--- src/rtl/crc8_pkg.sv ---
// Shared CRC-8 definitions for the serial generator and checker.
// Holds the polynomial constants, the checker state encoding, the LFSR
// operation codes and the single-bit data step used by both directions.
package crc8_pkg;

   localparam int               CRC8_WIDTH = 8;
   localparam logic [7:0]       CRC8_TAPS  = 8'b01000100;
   localparam logic [7:0]       CRC8_SEED  = 8'hD8;

   typedef enum logic [1:0] {
      IDLE,
      DATA,
      CHECK,
      DONE_S
   } crc8_state_e;

   typedef enum logic [1:0] {
      LFSR_HOLD,
      LFSR_STEP,
      LFSR_SHIFT,
      LFSR_LOAD
   } lfsr_op_e;

   // One data bit through the LFSR: feedback enters the top stage and is
   // XORed into every stage whose tap bit is set.
   function automatic logic [CRC8_WIDTH-1:0] crc8_step(
      input logic [CRC8_WIDTH-1:0] r,
      input logic                  b,
      input logic [CRC8_WIDTH-1:0] taps
   );
      logic                  fb;
      logic [CRC8_WIDTH-1:0] n;
      fb = r[0] ^ b;
      n[CRC8_WIDTH-1] = fb;
      for (int i = 0; i < CRC8_WIDTH - 1; i++) begin
         n[i] = r[i+1] ^ (taps[i] & fb);
      end
      return n;
   endfunction

endpackage

--- src/rtl/crc8_lfsr_core.sv ---
// CRC-8 LFSR register with step / shift / reload controls.
// Only the LSB leaves the core: the checker compares against it and a
// transmitter shifts it out, so both sides can share this block.
module crc8_lfsr_core
   import crc8_pkg::*;
#(
   parameter int               WIDTH = CRC8_WIDTH,
   parameter logic [WIDTH-1:0] TAPS  = CRC8_TAPS,
   parameter logic [WIDTH-1:0] SEED  = CRC8_SEED
) (
   input  logic     CLK,
   input  logic     RST,
   input  lfsr_op_e op,
   input  logic     from_seed,
   input  logic     din,
   output logic     lsb
);

   logic [WIDTH-1:0] crc_reg;
   logic [WIDTH-1:0] base;

   // Operations normally act on the live register; a frame start or an
   // abort operates on a fresh SEED instead within the same cycle.
   always_comb begin
      base = from_seed ? SEED : crc_reg;
   end

   // LFSR register: data step, plain right shift for CRC bits, or reload.
   always_ff @(posedge CLK or posedge RST) begin
      if (RST) begin
         crc_reg <= SEED;
      end else begin
         case (op)
            LFSR_STEP:  crc_reg <= crc8_step(base, din, TAPS);
            LFSR_SHIFT: crc_reg <= base >> 1;
            LFSR_LOAD:  crc_reg <= SEED;
            default:    crc_reg <= crc_reg;
         endcase
      end
   end

   assign lsb = crc_reg[0];

endmodule

--- config.mk ---
export PLATFORM = sky130hd
export DESIGN_NAME = crc8_lfsr_core
export DESIGN_NICKNAME = d
export VERILOG_FILES = /design/src/rtl/crc8_pkg.sv /design/src/rtl/crc8_lfsr_core.sv
export SDC_FILE = /design/constraint.sdc
export NUM_CORES = 1
export LEC_CHECK = 0
export CELL_PAD_IN_SITES_DETAIL_PLACEMENT = 0
export CELL_PAD_IN_SITES_GLOBAL_PLACEMENT = 2
export CORE_MARGIN = 2
export CORE_UTILIZATION = 31
export DETAILED_ROUTE_END_ITERATION = 7
export GPL_TIMING_DRIVEN = 0
export PLACE_DENSITY = 0.77
export SLEW_MARGIN = 30
export SYNTH_ARGS = -nofsm -noshare
export SYNTH_HDL_FRONTEND = slang
export SYNTH_SLANG_ARGS = --single-unit
--- constraint.sdc ---
create_clock -name CLK -period 2.65 [get_ports CLK]
set_clock_uncertainty 0.2 [all_clocks]
set_input_delay 0.265 -clock CLK [delete_from_list [all_inputs] [get_ports CLK]]
set_output_delay 0.265 -clock CLK [all_outputs]
set_load 0.03 [all_outputs]
* Yosys cells after proc, flatten, opt, wreduce, memory -nomap -nowiden
Cells that the tools add are included.
Storage, ports and cells: output and inout bits 1, register bits 8
Cells by class: bitwise gates (word level) 3, muxes and demuxes 2, equal/unequal tests 3, reductions and logical operators 1
Operator list (count):
- $pmux W8 S3 | 1
- $mux W8 | 1
- $eq A2 B2 Y1 const B | 2
- $reduce_bool A3 Y1 | 1
- $xor A1 B1 Y1 | 3
- $eq A2 B1 Y1 const B | 1

* Depth between registers and ports, before layout
Gate-level depths: netlist of the first run.
depth after elaboration 4, depth in mapped cells 5, mapped depth without buffers 4

* Worst setup path after synthesis of the first run
No wires, ideal clock.
kind register to register, from register crc_reg[0], to register crc_reg[2], cell stages (with the launch flop) 5, data required time 2330 ps, path buffers 0, arrival 1060 ps, setup slack 1271 ps, clock period less this slack 1379 ps, cells stage by stage dfrtp_1 nand2b_4 xnor2_1 o221ai_1 and3_1
Between the ends: cells in the longest elaborated chain, start to end 4
Ends and longest elaborated chain:
- start, declared | RTL line crc8_lfsr_core.sv:19 | logic [WIDTH-1:0] crc_reg;
- start signal, assigned | RTL line crc8_lfsr_core.sv:34 | LFSR_STEP: crc_reg <= crc8_step(base, din, TAPS);
- start signal, assigned | RTL line crc8_lfsr_core.sv:35 | LFSR_SHIFT: crc_reg <= base >> 1;
- start signal, assigned | RTL line crc8_lfsr_core.sv:37 | default: crc_reg <= crc_reg;
- $mux W8 | RTL line crc8_lfsr_core.sv:25 | base = from_seed ? SEED : crc_reg;
- $xor A1 B1 Y1 | RTL line crc8_pkg.sv:33 | fb = r[0] ^ b;
- $xor A1 B1 Y1 | RTL line crc8_pkg.sv:36 | n[i] = r[i+1] ^ (taps[i] & fb);
- $pmux W8 S3 | RTL line crc8_lfsr_core.sv:33 | case (op)
No other way between the ends. A chain may end at the register's enable or synchronous reset.

* Worst setup path after layout of the first run
from register crc_reg[0], to output port lsb
RTL lines:
- end, declared | RTL line crc8_lfsr_core.sv:16 | output logic lsb
No word-level cell between the ends.

==> results of run 1 <==
## layout by cell type (no fill, tap or decap), types with 2 or more instances in the layout
cell and count:
sky130_fd_sc_hd__clkdlybuf4s50_1 5, sky130_fd_sc_hd__a22o_1 2, sky130_fd_sc_hd__nor3_1 4, sky130_fd_sc_hd__a31oi_1 2
sky130_fd_sc_hd__nand2_1 3, sky130_fd_sc_hd__a21oi_1 3, sky130_fd_sc_hd__buf_2 2, sky130_fd_sc_hd__clkbuf_4 3
sky130_fd_sc_hd__dfstp_2 4, sky130_fd_sc_hd__dfrtp_1 4, sky130_fd_sc_hd__nor2_1 3, sky130_fd_sc_hd__inv_1 4
## per-layer routing
layer / vias up / GRT usage (%) / part of all wire, %
li1: 170 / - / -
met1: 169 / 14.9 / 42
met2: 9 / 24.6 / 52
met3: 2 / 4.89 / 4.4
met4: 0 / 10.0 / 0.87
met5: - / 0 / 0
## worst reg2reg max path: stages (launching register included)
cell	delay, ns
sky130_fd_sc_hd__dfrtp_1	0.42
sky130_fd_sc_hd__nand2b_4	0.08
sky130_fd_sc_hd__xnor2_1	0.21
sky130_fd_sc_hd__nor4_1	0.08
sky130_fd_sc_hd__nor3b_1	0.24
## path summary, 6_finish.rpt
| kind | start | to | slack [ns] | depth (start not counted) |
|---|---|---|---|---|
| max reg2reg | crc_reg[0] | crc_reg[6] | 1.31 | 4 |
| min | RST | crc_reg[0] | 0.05 | 2 |
| min in group CLK | op[1] | crc_reg[3] | 0.17 | 3 |
| max in group asynchronous | RST | crc_reg[7] | 1.90 | 2 |
| max | crc_reg[0] | lsb | 0.81 | 1 |
| min reg2reg | crc_reg[5] | crc_reg[5] | 0.27 | 2 |
## power groups by stage
stage	clock network, uW	registers (uW)	logic (uW)
3_3_place_gp	0	150	47.1
4_1_cts	109	148	50.3
2_1_floorplan	0	150	31.7
6_report	108	148	50.3
3_5_place_dp	0	150	49.9
5_1_grt	116	150	55.7
## logic make-up after synthesis
logic type	count (synthesis)	share of synthesized area, %
compound gates	10	15.6
xor+xnor	3	7.94
buf+inv	6	5.88
flops	8	48.2
simple gates	17	22.4
## area by class of cell
type                    count  area [um2]
plain buffers               2        10.0
clock buffers               4        26.3
fillers                   137         764
inverters                   4        15.0
multi-input cells          30         195
flip-flops and latches      8         205
well taps                  15        18.8
repair buffers              5        50.0
## per-stage QoR
step | total power (uW) | instance area (um2)
floorplan | 182 | 425
global placement | 197 | 494
detailed placement | 200 | 494
global route | 322 | 520
CTS | 308 | 520
finish | 306 | 520
==> results.py, run 1 <==
metrics = {
    "run_status": {
        "run_status": "finished clean",
    },
    "pwr": {
        "switching_share_pct": 27.7,
        "cellPowerDensity_nw_per_um2": 588,
        "comb_power_share_pct": 16.4,
        "net-switching-power_uw": 84.8,
        "power_report.internal_total_uw": 221,
        "part_of_the_total_power_dissipated_in_sequential_elements_pct": 48.4,
        "leakagePower_uw": 0.000222,
        "power.ir.vdd_worst_mv": 0.232,
        "clkPwrFrac_pct": 35.1,
    },
    "clocking": {
        "numCtsBuffers": 3,
        "clock_transition_time_at_the_flip_flop_clock_pins_of_the_worst_setup_and_hold_paths_ns": 0.07,
        "cts_tree": "done",
        "cts_repair_resizes": 0,
        "ctsHoldBuffers": 0,
        "cts-htree-levels": 1,
        "cts-root-buf": "sky130_fd_sc_hd__clkbuf_4",
        "cts-root-to-sink-buffers": 2,
        "clock-sinks": 8,
        "post_cts_setup_driven_buffer_insertion_count": 0,
        "clkLatencyLatePin_ns": 0.26,
    },
    "floorplanning": {
        "die_width_um": 41.0,
        "standard_cell_rows": 13,
        "die_y_um": 41.0,
        "io_pins": 7,
        "start_util_pct": 33.1,
        "die_area_um2": 1680,
        "core-area_um2": 1280,
    },
    "global_route": {
        "first_global_vias": 376,
        "grt_max_degree": 11,
        "first_pass_grt_wire_length_um": 1500,
        "groute.usage.overall_pct": 14.6,
        "antenna_found_initial": 0,
        "overflow": 0,
    },
    "critical_path": {
        "critical_path.max_fanout": 3,
        "cell_by_cell_listing_of_the_critical_path": "clkdlybuf4s50_1",
        "cp.buffers_inverters": 1,
        "worst-endpoint-required_ns": 2.18,
        "critPathArrivalTime_ns": 1.38,
        "endpoint_kind": "primary output",
        "crit_path_start_kind": "flip-flop",
        "worst_path_max_delay_cell": "sky130_fd_sc_hd__clkdlybuf4s50_1",
        "crit_type": "reg2out",
        "timing.critical_path.max_delay_family": "buffers and inverters",
        "worst_path_largest_cell_delay_ns": 0.70,
    },
    "detailed_routing": {
        "wire_length_per_cell_after_detailed_routing_um": 13.6,
        "postRouteWirelength_um": 923,
        "vias_per_cell": 5.15,
        "drt_drc_violations_left": 0,
        "detailedRoute.firstPassIterationCount": 4,
        "drt_iter0_drc": 5,
        "detailroute.via_count": 350,
        "drt.antenna.violating_nets": 0,
    },
    "sta": {
        "finalHoldViolations": 0,
        "worst_slew_margin_rel_pct": 78.6,
        "timing.final.crit_period_ns": 1.84,
        "finalSetupViolCount": 0,
        "fmax_ghz": 0.542,
        "finalHoldWorstSlack_ns": 0.0477,
        "drv_slew": 0,
        "worst-slew-pin-transition_ns": 0.321,
        "final_min_period_over_clock_period_pct": 69.6,
        "setup_slack_ns": 0.806,
        "fin_setup_tns_ns": 0,
        "rsz0062_at_grt": "false",
    },
    "placement": {
        "port_buffers": 5,
        "place_congestion": 0.687,
        "dp_hpwl_um": 651,
        "dp.cells": 64,
        "post-place-ws_ns": 0.807,
    },
    "cells_and_area": {
        "syn2layout_area_growth_pct": 22.4,
        "final_net_count": 60,
        "layout-drive-gt1-share_pct": 20.8,
        "antennaDiodeCount": 0,
        "layout.cells.non_filler": 68,
        "flip_flop_count_of_the_largest_register_all_copies_and_words_added": 8,
        "finish.utilization_pct": 40.5,
    },
    "synth": {
        "synth_seq_area_share_pct": 48.2,
        "synthesis.nets": 50,
        "yosys-top-cells-count": "4 x sky130_fd_sc_hd__dfrtp_1, 4 x sky130_fd_sc_hd__dfstp_2, 4 x sky130_fd_sc_hd__inv_1, 4 x sky130_fd_sc_hd__nor3_1",
        "yosys_most_used_dff": "sky130_fd_sc_hd__dfstp_2",
        "syn_area_per_cell_um2": 9.67,
        "netlist_instances": 44,
        "synth_warnings": 0,
        "synthesized_area_um2": 425,
        "synth.top_cells.by_area": "sky130_fd_sc_hd__dfstp_2 25%, sky130_fd_sc_hd__dfrtp_1 24%, sky130_fd_sc_hd__nor3_1 4.7%",
        "yosys.cell_types.count": 23,
        "postSynthRegisterBits": 8,
        "asyncSetResetFlopFracSynth_pct": 100,
        "synth-edff-count": 0,
        "synth_largest_area_cell": "sky130_fd_sc_hd__dfstp_2",
        "synthDominantCellAreaShare_pct": 24.7,
    },
    "min_path": {
        "worstHoldPathType": "in2async",
    },
    "flow_run": {
        "timing.max_cap.violations": 0,
    },
}
(Power assumes the default switching activity.)
==> inputs of run 2 (changes only) <==
--- a/config.mk
+++ b/config.mk
@@ -8,10 +8,10 @@
 export CELL_PAD_IN_SITES_DETAIL_PLACEMENT = 0
 export CELL_PAD_IN_SITES_GLOBAL_PLACEMENT = 2
 export CORE_MARGIN = 2
-export CORE_UTILIZATION = 31
+export CORE_UTILIZATION = 29
 export DETAILED_ROUTE_END_ITERATION = 7
 export GPL_TIMING_DRIVEN = 0
-export PLACE_DENSITY = 0.77
+export PLACE_DENSITY = 0.73
 export SLEW_MARGIN = 30
 export SYNTH_ARGS = -nofsm -noshare
 export SYNTH_HDL_FRONTEND = slang
==> constraint.sdc (replaced) <==
create_clock -name CLK -period 1.8 [get_ports CLK]
set_clock_uncertainty 0.2 [all_clocks]
set_input_delay 0.18 -clock CLK [delete_from_list [all_inputs] [get_ports CLK]]
set_output_delay 0.18 -clock CLK [all_outputs]
set_load 0.03 [all_outputs]
==> run 2 against run 1 <==
  * Sequential share of layout area decreased by 0.74 points
  * Wire length decreased by 13%
  * Critical path type unchanged
  * Largest cell class unchanged
  * Die area increased by 6.2%
  * Setup slack got worse by 0.74 ns
==> results.py, run 2 (same netlist as run 1, synthesis figures left out) <==
metrics = {
    "run_status": {
        "run_status": "finished clean",
    },
    "cells_and_area": {
        "flip_flop_count_of_the_largest_register_all_copies_and_words_added": 8,
        "layout.cells.most_common_list": "5 x sky130_fd_sc_hd__clkdlybuf4s50_1, 4 x sky130_fd_sc_hd__inv_1, 4 x sky130_fd_sc_hd__nor3_1, 4 x sky130_fd_sc_hd__dfrtp_1, 4 x sky130_fd_sc_hd__dfstp_2",
        "syn2layout_area_growth_pct": 24.7,
        "layout-drive-gt1-share_pct": 20.4,
        "finish.utilization_pct": 39.8,
        "antennaDiodeCount": 0,
        "final_net_count": 61,
        "layout.cells.non_filler": 69,
        "most_frequent_standard_cell_in_the_layout_excluding_fill_and_tap_cells": "sky130_fd_sc_hd__clkdlybuf4s50_1",
    },
    "detailed_routing": {
        "vias_per_cell": 4.99,
        "detailroute.via_count": 344,
        "drt_iter0_drc": 6,
        "postRouteWirelength_um": 804,
        "drt.antenna.violating_nets": 0,
        "detailedRoute.firstPassIterationCount": 4,
        "drt_drc_violations_left": 0,
        "wire_length_per_cell_after_detailed_routing_um": 11.7,
    },
    "global_route": {
        "antenna_found_initial": 0,
        "overflow": 0,
        "first_global_vias": 322,
        "grt_max_degree": 11,
        "groute.usage.overall_pct": 10.8,
        "first_pass_grt_wire_length_um": 1400,
    },
    "sta": {
        "setup_slack_ns": 0.0663,
        "finalHoldViolations": 0,
        "timing.final.crit_period_ns": 1.73,
        "rsz0062_at_grt": "false",
        "worst_slew_margin_rel_pct": 79.8,
        "worst-slew-pin-transition_ns": 0.302,
        "fin_setup_tns_ns": 0,
        "finalSetupViolCount": 0,
        "final_min_period_over_clock_period_pct": 96.3,
        "drv_slew": 0,
        "fmax_ghz": 0.577,
    },
    "clocking": {
        "clock-sinks": 8,
        "numCtsBuffers": 3,
        "cts_tree": "done",
        "cts-root-buf": "sky130_fd_sc_hd__clkbuf_4",
        "cts-root-to-sink-buffers": 2,
        "clkLatencyLatePin_ns": 0.25,
        "cts-htree-levels": 1,
        "post_cts_setup_driven_buffer_insertion_count": 0,
        "clock_transition_time_at_the_flip_flop_clock_pins_of_the_worst_setup_and_hold_paths_ns": 0.06,
    },
    "flow_run": {
        "timing.max_cap.violations": 0,
    },
    "critical_path": {
        "worst_path_largest_cell_delay_ns": 0.69,
        "critical_path.max_fanout": 3,
        "cp.buffers_inverters": 1,
        "crit_type": "reg2out",
        "crit_path_start_kind": "flip-flop",
        "worst_path_max_delay_cell": "sky130_fd_sc_hd__clkdlybuf4s50_1",
        "endpoint_kind": "primary output",
        "cell_by_cell_listing_of_the_critical_path": "clkdlybuf4s50_1",
        "worst-endpoint-required_ns": 1.42,
        "timing.critical_path.max_delay_family": "buffers and inverters",
        "critPathArrivalTime_ns": 1.35,
    },
    "placement": {
        "port_buffers": 5,
        "place_congestion": 0.688,
        "dp_hpwl_um": 603,
        "post-place-ws_ns": 0.0279,
        "dp.cells": 64,
    },
    "floorplanning": {
        "die_width_um": 42.3,
        "die_y_um": 42.3,
        "standard_cell_rows": 13,
        "die_area_um2": 1790,
        "start_util_pct": 31.9,
        "io_pins": 7,
        "core-area_um2": 1330,
    },
    "pwr": {
        "leakagePower_uw": 0.000227,
        "cellPowerDensity_nw_per_um2": 827,
        "design_power_total_uw": 439,
        "power.ir.vdd_worst_mv": 0.250,
    },
    "min_path": {
        "worstHoldPathType": "in2reg",
    },
}
-- run 2: through the flow --
stage / instance area [um2] / hold slack [ns]
after floorplan: 425 / -0.207
after global placement: 494 / 0.238
after detailed placement: 494 / 0.246
after CTS: 531 / 0.0672
after global routing: 531 / 0.0761
final: 531 / 0.0749
-- run 2: per-layer routing --
layer	wire length (um)	GRT usage, %	part of all wire (%)	vias to the layer above
met4	0	9.38	0	0
li1	-	-	-	172
met3	51	3.02	6.3	0
met5	0	0	0	-
met1	376	13.0	47	156
met2	375	15.4	47	16
-- run 2: path summary, 6_finish.rpt --
path,cells past startpoint,startpoint,to,slack [ns]
min in group asynchronous,3,RST,crc_reg[2],0.53
worst min register to register,2,crc_reg[5],crc_reg[5],0.27
max in group asynchronous,3,RST,crc_reg[7],0.58
worst min-delay path,3,op[1],crc_reg[7],0.07
worst max register to register,4,crc_reg[0],crc_reg[2],0.50
worst max-delay path,1,crc_reg[0],lsb,0.07
-- run 2: repair_timing --
action                    CTS  global route
hold endpoints to repair    4             0
gates resized for setup     0             0
hold buffers                1             0
-- run 2: report_power, final --
group	internal [uW]	switching (uW)
Combinational	35.0	38.6
Clock	84.8	61.6
Sequential	207	11.4
Total	327	112
-- run 2: area by class of cell --
cell class                 instances  area [um2]
inverter                           4        15.0
tap                               15        18.8
multi-input combinational         30         195
timing repair buffer               6        60.1
sequential                         8         205
buffer                             2        10.0
fill                             139         803
clock buffer                       4        26.3
==> inputs of run 3 (changes only) <==
--- a/config.mk
+++ b/config.mk
@@ -10,6 +10,7 @@
 export CORE_MARGIN = 2
 export CORE_UTILIZATION = 29
 export DETAILED_ROUTE_END_ITERATION = 7
+export GPL_ROUTABILITY_DRIVEN = 1
 export GPL_TIMING_DRIVEN = 0
 export PLACE_DENSITY = 0.73
 export SLEW_MARGIN = 30
==> results of run 3 <==
The final DEF is identical to that of run 2; final timing and power are the same.
